**src/rtl/flappy_score_bcd.sv**
```systemverilog
// rtl/flappy_score_bcd.sv - Flappy game 4-digit packed BCD score keeper feeding the display mux
// Optional feature macro: FLAPPY_HIGH_SCORE_EN (high-score register, NEW_HIGH flag, blink on new record)
module flappy_score_bcd #(
    parameter int SATURATE   = 1,
    parameter int BLINK_BITS = 24
) (
    input  logic        CLK,
    input  logic        RST_N,
    input  logic        SCORE_INC,
    input  logic        GAME_START,
    input  logic        GAME_OVER,
    input  logic        SHOW_HIGH,
    output logic [15:0] disp_value,
    output logic        NEW_HIGH,
    output logic        SATURATED
);

    typedef enum logic [1:0] {
        ST_IDLE = 2'd0,
        ST_PLAY = 2'd1,
        ST_OVER = 2'd2
    } state_t;

    localparam logic [15:0]           SCORE_MAX = 16'h9999;
    localparam logic [15:0]           SCORE_CLR = 16'h0000;
    localparam logic [15:0]           BLANK_ALL = 16'hFFFF;
    localparam logic [BLINK_BITS-1:0] BLINK_ONE = {{(BLINK_BITS-1){1'b0}}, 1'b1};

    state_t                state_q,    state_d;
    logic [15:0]           score_q,    score_d;
    logic                  inc_prev_q, inc_prev_d;
    logic [BLINK_BITS-1:0] blink_q,    blink_d;
    logic [15:0]           disp_q,     disp_d;
    logic                  sat_q,      sat_d;

    logic                  inc_edge;
    logic [15:0]           score_inc;

`ifdef FLAPPY_HIGH_SCORE_EN
    logic [15:0]           high_q,     high_d;
    logic                  new_high_q, new_high_d;
    logic                  blink_low;
`else
    logic                  unused_show_high;
`endif

    // Increment a packed 4-digit BCD value with a full ripple carry; digits
    // at 9 (or any illegal code) roll to 0 so no digit ever holds A-F.
    function automatic logic [15:0] bcd_inc(input logic [15:0] v);
        logic [15:0] r;
        logic        carry;
        r     = v;
        carry = 1'b1;
        for (int i = 0; i < 4; i++) begin
            if (carry) begin
                if (v[i*4 +: 4] >= 4'd9) begin
                    r[i*4 +: 4] = 4'd0;
                    carry       = 1'b1;
                end else begin
                    r[i*4 +: 4] = v[i*4 +: 4] + 4'd1;
                    carry       = 1'b0;
                end
            end
        end
        if ((SATURATE != 0) && (v == SCORE_MAX)) begin
            r = SCORE_MAX;
        end
        return r;
    endfunction

    // Rising-edge detect on the score level, free-running blink counter, next BCD score.
    always_comb begin
        inc_edge   = SCORE_INC & ~inc_prev_q;
        inc_prev_d = SCORE_INC;
        blink_d    = blink_q + BLINK_ONE;
        score_inc  = bcd_inc(score_q);
    end

    // Round FSM: GAME_OVER beats GAME_START in PLAY, GAME_START wins elsewhere;
    // a point scored in the same cycle as GAME_OVER still counts.
    always_comb begin
        state_d = state_q;
        score_d = score_q;
        case (state_q)
            ST_IDLE: begin
                score_d = SCORE_CLR;
                if (GAME_START) begin
                    state_d = ST_PLAY;
                end
            end
            ST_PLAY: begin
                if (GAME_OVER) begin
                    state_d = ST_OVER;
                    if (inc_edge) begin
                        score_d = score_inc;
                    end
                end else if (GAME_START) begin
                    score_d = SCORE_CLR;
                end else if (inc_edge) begin
                    score_d = score_inc;
                end
            end
            ST_OVER: begin
                if (GAME_START) begin
                    state_d = ST_PLAY;
                    score_d = SCORE_CLR;
                end
            end
            default: begin
                state_d = ST_IDLE;
                score_d = SCORE_CLR;
            end
        endcase
    end

`ifdef FLAPPY_HIGH_SCORE_EN
    // Record check on the PLAY->OVER step using the final (possibly just incremented)
    // score; packed BCD orders correctly under a plain unsigned compare.
    always_comb begin
        high_d     = high_q;
        new_high_d = new_high_q;
        if ((state_q == ST_PLAY) && GAME_OVER) begin
            if (score_d > high_q) begin
                high_d     = score_d;
                new_high_d = 1'b1;
            end else begin
                new_high_d = 1'b0;
            end
        end else if (state_d != ST_OVER) begin
            new_high_d = 1'b0;
        end
    end

    assign blink_low = ~blink_q[BLINK_BITS-1];
`else
    assign unused_show_high = SHOW_HIGH;
`endif

    // Display word: all-F blink during a new record's low phase, else high or score.
    always_comb begin
        disp_d = score_q;
`ifdef FLAPPY_HIGH_SCORE_EN
        if ((state_q == ST_OVER) && new_high_q && blink_low) begin
            disp_d = BLANK_ALL;
        end else if (SHOW_HIGH) begin
            disp_d = high_q;
        end
`endif
        sat_d = (SATURATE != 0) && (score_q == SCORE_MAX);
    end

    // State and output registers with synchronous active-low reset.
    always_ff @(posedge CLK) begin
        if (!RST_N) begin
            state_q    <= ST_IDLE;
            score_q    <= SCORE_CLR;
            inc_prev_q <= 1'b0;
            blink_q    <= '0;
            disp_q     <= SCORE_CLR;
            sat_q      <= 1'b0;
`ifdef FLAPPY_HIGH_SCORE_EN
            high_q     <= SCORE_CLR;
            new_high_q <= 1'b0;
`endif
        end else begin
            state_q    <= state_d;
            score_q    <= score_d;
            inc_prev_q <= inc_prev_d;
            blink_q    <= blink_d;
            disp_q     <= disp_d;
            sat_q      <= sat_d;
`ifdef FLAPPY_HIGH_SCORE_EN
            high_q     <= high_d;
            new_high_q <= new_high_d;
`endif
        end
    end

    assign disp_value = disp_q;
    assign SATURATED  = sat_q;
`ifdef FLAPPY_HIGH_SCORE_EN
    assign NEW_HIGH   = new_high_q;
`else
    assign NEW_HIGH   = 1'b0;
`endif

endmodule

```
**config.mk**
```make
export PLATFORM = sky130hd
export DESIGN_NAME = flappy_score_bcd
export DESIGN_NICKNAME = d
export VERILOG_FILES = /design/src/rtl/flappy_score_bcd.sv
export SDC_FILE = /design/constraint.sdc
export NUM_CORES = 1
export LEC_CHECK = 0
export ABC_AREA = 1
export BUFFER_PORTS_ARGS = -buffer_cell sky130_fd_sc_hd__buf_2
export CELL_PAD_IN_SITES_DETAIL_PLACEMENT = 1
export CELL_PAD_IN_SITES_GLOBAL_PLACEMENT = 1
export CORE_MARGIN = 5
export CORE_UTILIZATION = 41
export DETAILED_ROUTE_END_ITERATION = 12
export PLACE_DENSITY = 0.87
export SYNTH_ARGS = -nofsm -noshare
export SYNTH_HDL_FRONTEND = slang
export SYNTH_SLANG_ARGS = --single-unit
export TNS_END_PERCENT = 100
```
**constraint.sdc**
```tcl
create_clock -name CLK -period 1.5 [get_ports CLK]
set_input_delay 0 -clock CLK [delete_from_list [all_inputs] [get_ports CLK]]
set_output_delay 0 -clock CLK [all_outputs]
set_load 0.05 [all_outputs]
```
==> impl_metrics.csv <==
group,metric,value,unit
run_status,outcome,"finished, violations left",
run_status,violations,"negative setup slack",
power,p_leak,1.24,nW
synthesis,seq_area_frac_synth,38.5,%
timing,finalCritPeriodShare,102,%
drt,wirelength,6.26,mm
synthesis,postSynthAreaPerCell,7.05,um2
drt,vias,1919,
clocking,clock_latency,0.29,ns
die,io_pins,24,
die,initial_utilization,42.8,%
worst_setup_path,worstSetupEndpointType,"register",
grt,gr-usage-met2,31.3,%
worst_setup_path,critPathArrivalTime,1.76,ns
die,die_w,77.6,um
drt,initialDrtViolationCount,86,
grt,use_met1,22.3,%
clocking,tritoncts,"built",
drt,antenna_left,0,
synthesis,synthDominantCellAreaShare,38.5,%
timing,setup_ws,-0.0247,ns
grt,busiest_layer,"met2",
synthesis,netlist_instances,266,
clocking,clock_path_buffers,2,
grt,met3_usage,3.36,%
clocking,cts_num_sinks,36,
drt,drt_pass1_iterations,4,
power,pwr-share-clk,37.9,%
grt,grt_pass1_wl,8.83,mm
cells_and_area,final_common_cell,"nand2_1",
flow_run,maxCapViolations,0,
cells_and_area,final_cell_mix,"nand2_1 (90), inv_1 (40), dfxtp_1 (31), buf_2 (22), buf_4 (20)",
synthesis,netlist-cell-type-count,26,
synthesis,netlist_top_cells_area,"dfxtp_1 (38%), nand2_1 (18%), inv_1 (8.8%)",
timing,slew_viol_final,0,
timing,fmax,0.656,GHz
cells_and_area,antennaDiodeCount,0,
clocking,cts_root_buffer,"clkbuf_8",
clocking,cts_buffers,5,
place,gp_congestion,0.857,
grt,grt_pass1_vias,1913,
timing,fin_setup_tns,-0.0354,ns
timing,layout_min_cycle_time,1.52,ns
synthesis,synth_top_area_cell,"dfxtp_1",
synthesis,synth_nets,284,
cells_and_area,drive_above_1_share,26.5,%
power,p_comb_share,7.1,%
synthesis,syn-cell-area,0.00187,mm2
cells_and_area,fin_nets,335,
cells_and_area,nFillCells,568,
worst_setup_path,crit_type,"register to register",
timing,clock_skew,0.00450,ns
place,dpl.hpwl,3.73,mm
clocking,clkSlewWorstSetupHoldPaths,0.07,ns
power,p_sw_share,25.2,%
die,die_area,0.00602,mm2
power,peakVddDrop,631,uV
grt,grt_use_total,17.9,%
cells_and_area,multi_input_area,0.00100,mm2
synthesis,ys_warn_count,0,
timing,rsz0062_at_grt,"true",
die,fp.coreArea,0.00438,mm2
power,p_int,1.32,mW
worst_setup_path,critPathMaxFanout,7,
worst_setup_path,r2r_setup_slack,-0.02,ns
clocking,htreeDepth,2,
die,die_h,77.6,um
power,p_per_area,736,mW/mm2
hold_path,hold_class,"primary input to register",
drt,drc,0,
power,switchingPower,0.445,mW
cells_and_area,syn2layout_area_growth,27.8,%
drt,routedWlPerCell,17.0,um
die,rows,24,
timing,whs,0.458,ns
place,port_buffers,21,
cells_and_area,seqCellArea,732,um2
grt,grt_overflow,0,
worst_setup_path,required,1.73,ns
grt,grt_max_degree,18,
drt,via_per_inst,5.20,
timing,finalSetupViolCount,2,
worst_setup_path,crit_path_start_kind,"register",
synthesis,synth-seq-cells,36,
grt,antenna_found_initial,0,
timing,hold_violations,0,
power,p_seq_share,55.0,%
[cells in the mapped netlist (all sizes together)]
cell,count
ha,12
conb,1
o21ai,16
o22ai,2
buf,3
nand3,22
nor3,1
a21oi,11
nand2,93
dfxtp,36
nor2,13
inv,47
clkbuf,2
a41oi,1
nand4,5
nor3b,1
[cell type report]
cell class,count,area share [%]
inverter,47,7.36
clock inverter,1,0.209
timing repair buffer,49,14.3
clock buffer,6,3.03
multi-input combinational,178,41.8
sequential,36,30.5
tap,52,2.72
[per-layer routing]
layer,vias up,part of all wire [%]
li1,926,-
met1,931,41
met2,51,53
met3,11,3.6
met4,0,1.7
met5,-,0
[logic make-up (layout without fill, tap and decap cells)]
kind of cell               after synthesis  in the layout  share of synthesized area (%)
adders and majority gates               12             12                           8.01
and+or+nand+nor                        135            135                           33.0
other                                    1              1                          0.200
DFF                                     36             36                           38.5
AOI/OAI and AO/OA                       30             30                           8.54
buffers and inverters                   52            103                           11.7
[power groups by stage]
stage,logic (mW),registers [mW],clock network (mW)
floorplan,0.0682,0.998,0
global placement,0.103,0.993,0
detailed placement,0.108,0.993,0
CTS,0.117,0.971,0.678
global route,0.137,0.970,0.736
finish,0.126,0.969,0.668
[state kept, by name, indices dropped and copies added, names as in the netlist]
register / count
disp_d: 16
disp_value: 16
state_q: 2
SATURATED: 1
inc_prev_q: 1
[worst max-delay path, cell delays in order (launching register included)]
cell and delay (ns):
dfxtp_1 0.53, nand2_1 0.11, nor2_1 0.25, nand3_4 0.16
nand2_4 0.11, inv_1 0.07, nand3_1 0.12, nand2_1 0.06
nand2_1 0.05
[metrics by stage]
stage	total power [mW]	worst slack [ns]	std cells	util (%)	instance area (um2)
6_report	1.76	-0.0247	369	54.7	2400
5_1_grt	1.84	-0.108	369	54.7	2400
4_1_cts	1.77	0.00428	365	52.1	2290
3_5_place_dp	1.10	-0.0997	352	48.7	2140
3_3_place_gp	1.10	0.0218	352	48.7	2140
2_1_floorplan	1.07	0.106	266	-	1870
[worst paths after layout]
| kind | cells past startpoint | startpoint | to |
|---|---|---|---|
| min | 4 | SCORE_INC | inc_prev_q$_SDFF_PN0_ |
| max | 8 | disp_d[3]$_SDFFE_PN0P_ | disp_d[15]$_SDFFE_PN0P_ |
| max reg2reg | 8 | disp_d[3]$_SDFFE_PN0P_ | disp_d[15]$_SDFFE_PN0P_ |
| min reg2reg | 2 | disp_d[6]$_SDFFE_PN0P_ | disp_value[6]$_SDFF_PN0_ |
[timing repair]
action,4_1_cts,5_1_grt
hold buffers,4,0
gates resized for setup,2,28
pin swaps,1,7
endpoints found under the setup margin,6,14
setup buffers,2,3
hold endpoints to repair,4,0
gates cloned,0,1
Power figures use the tool's default switching activity.
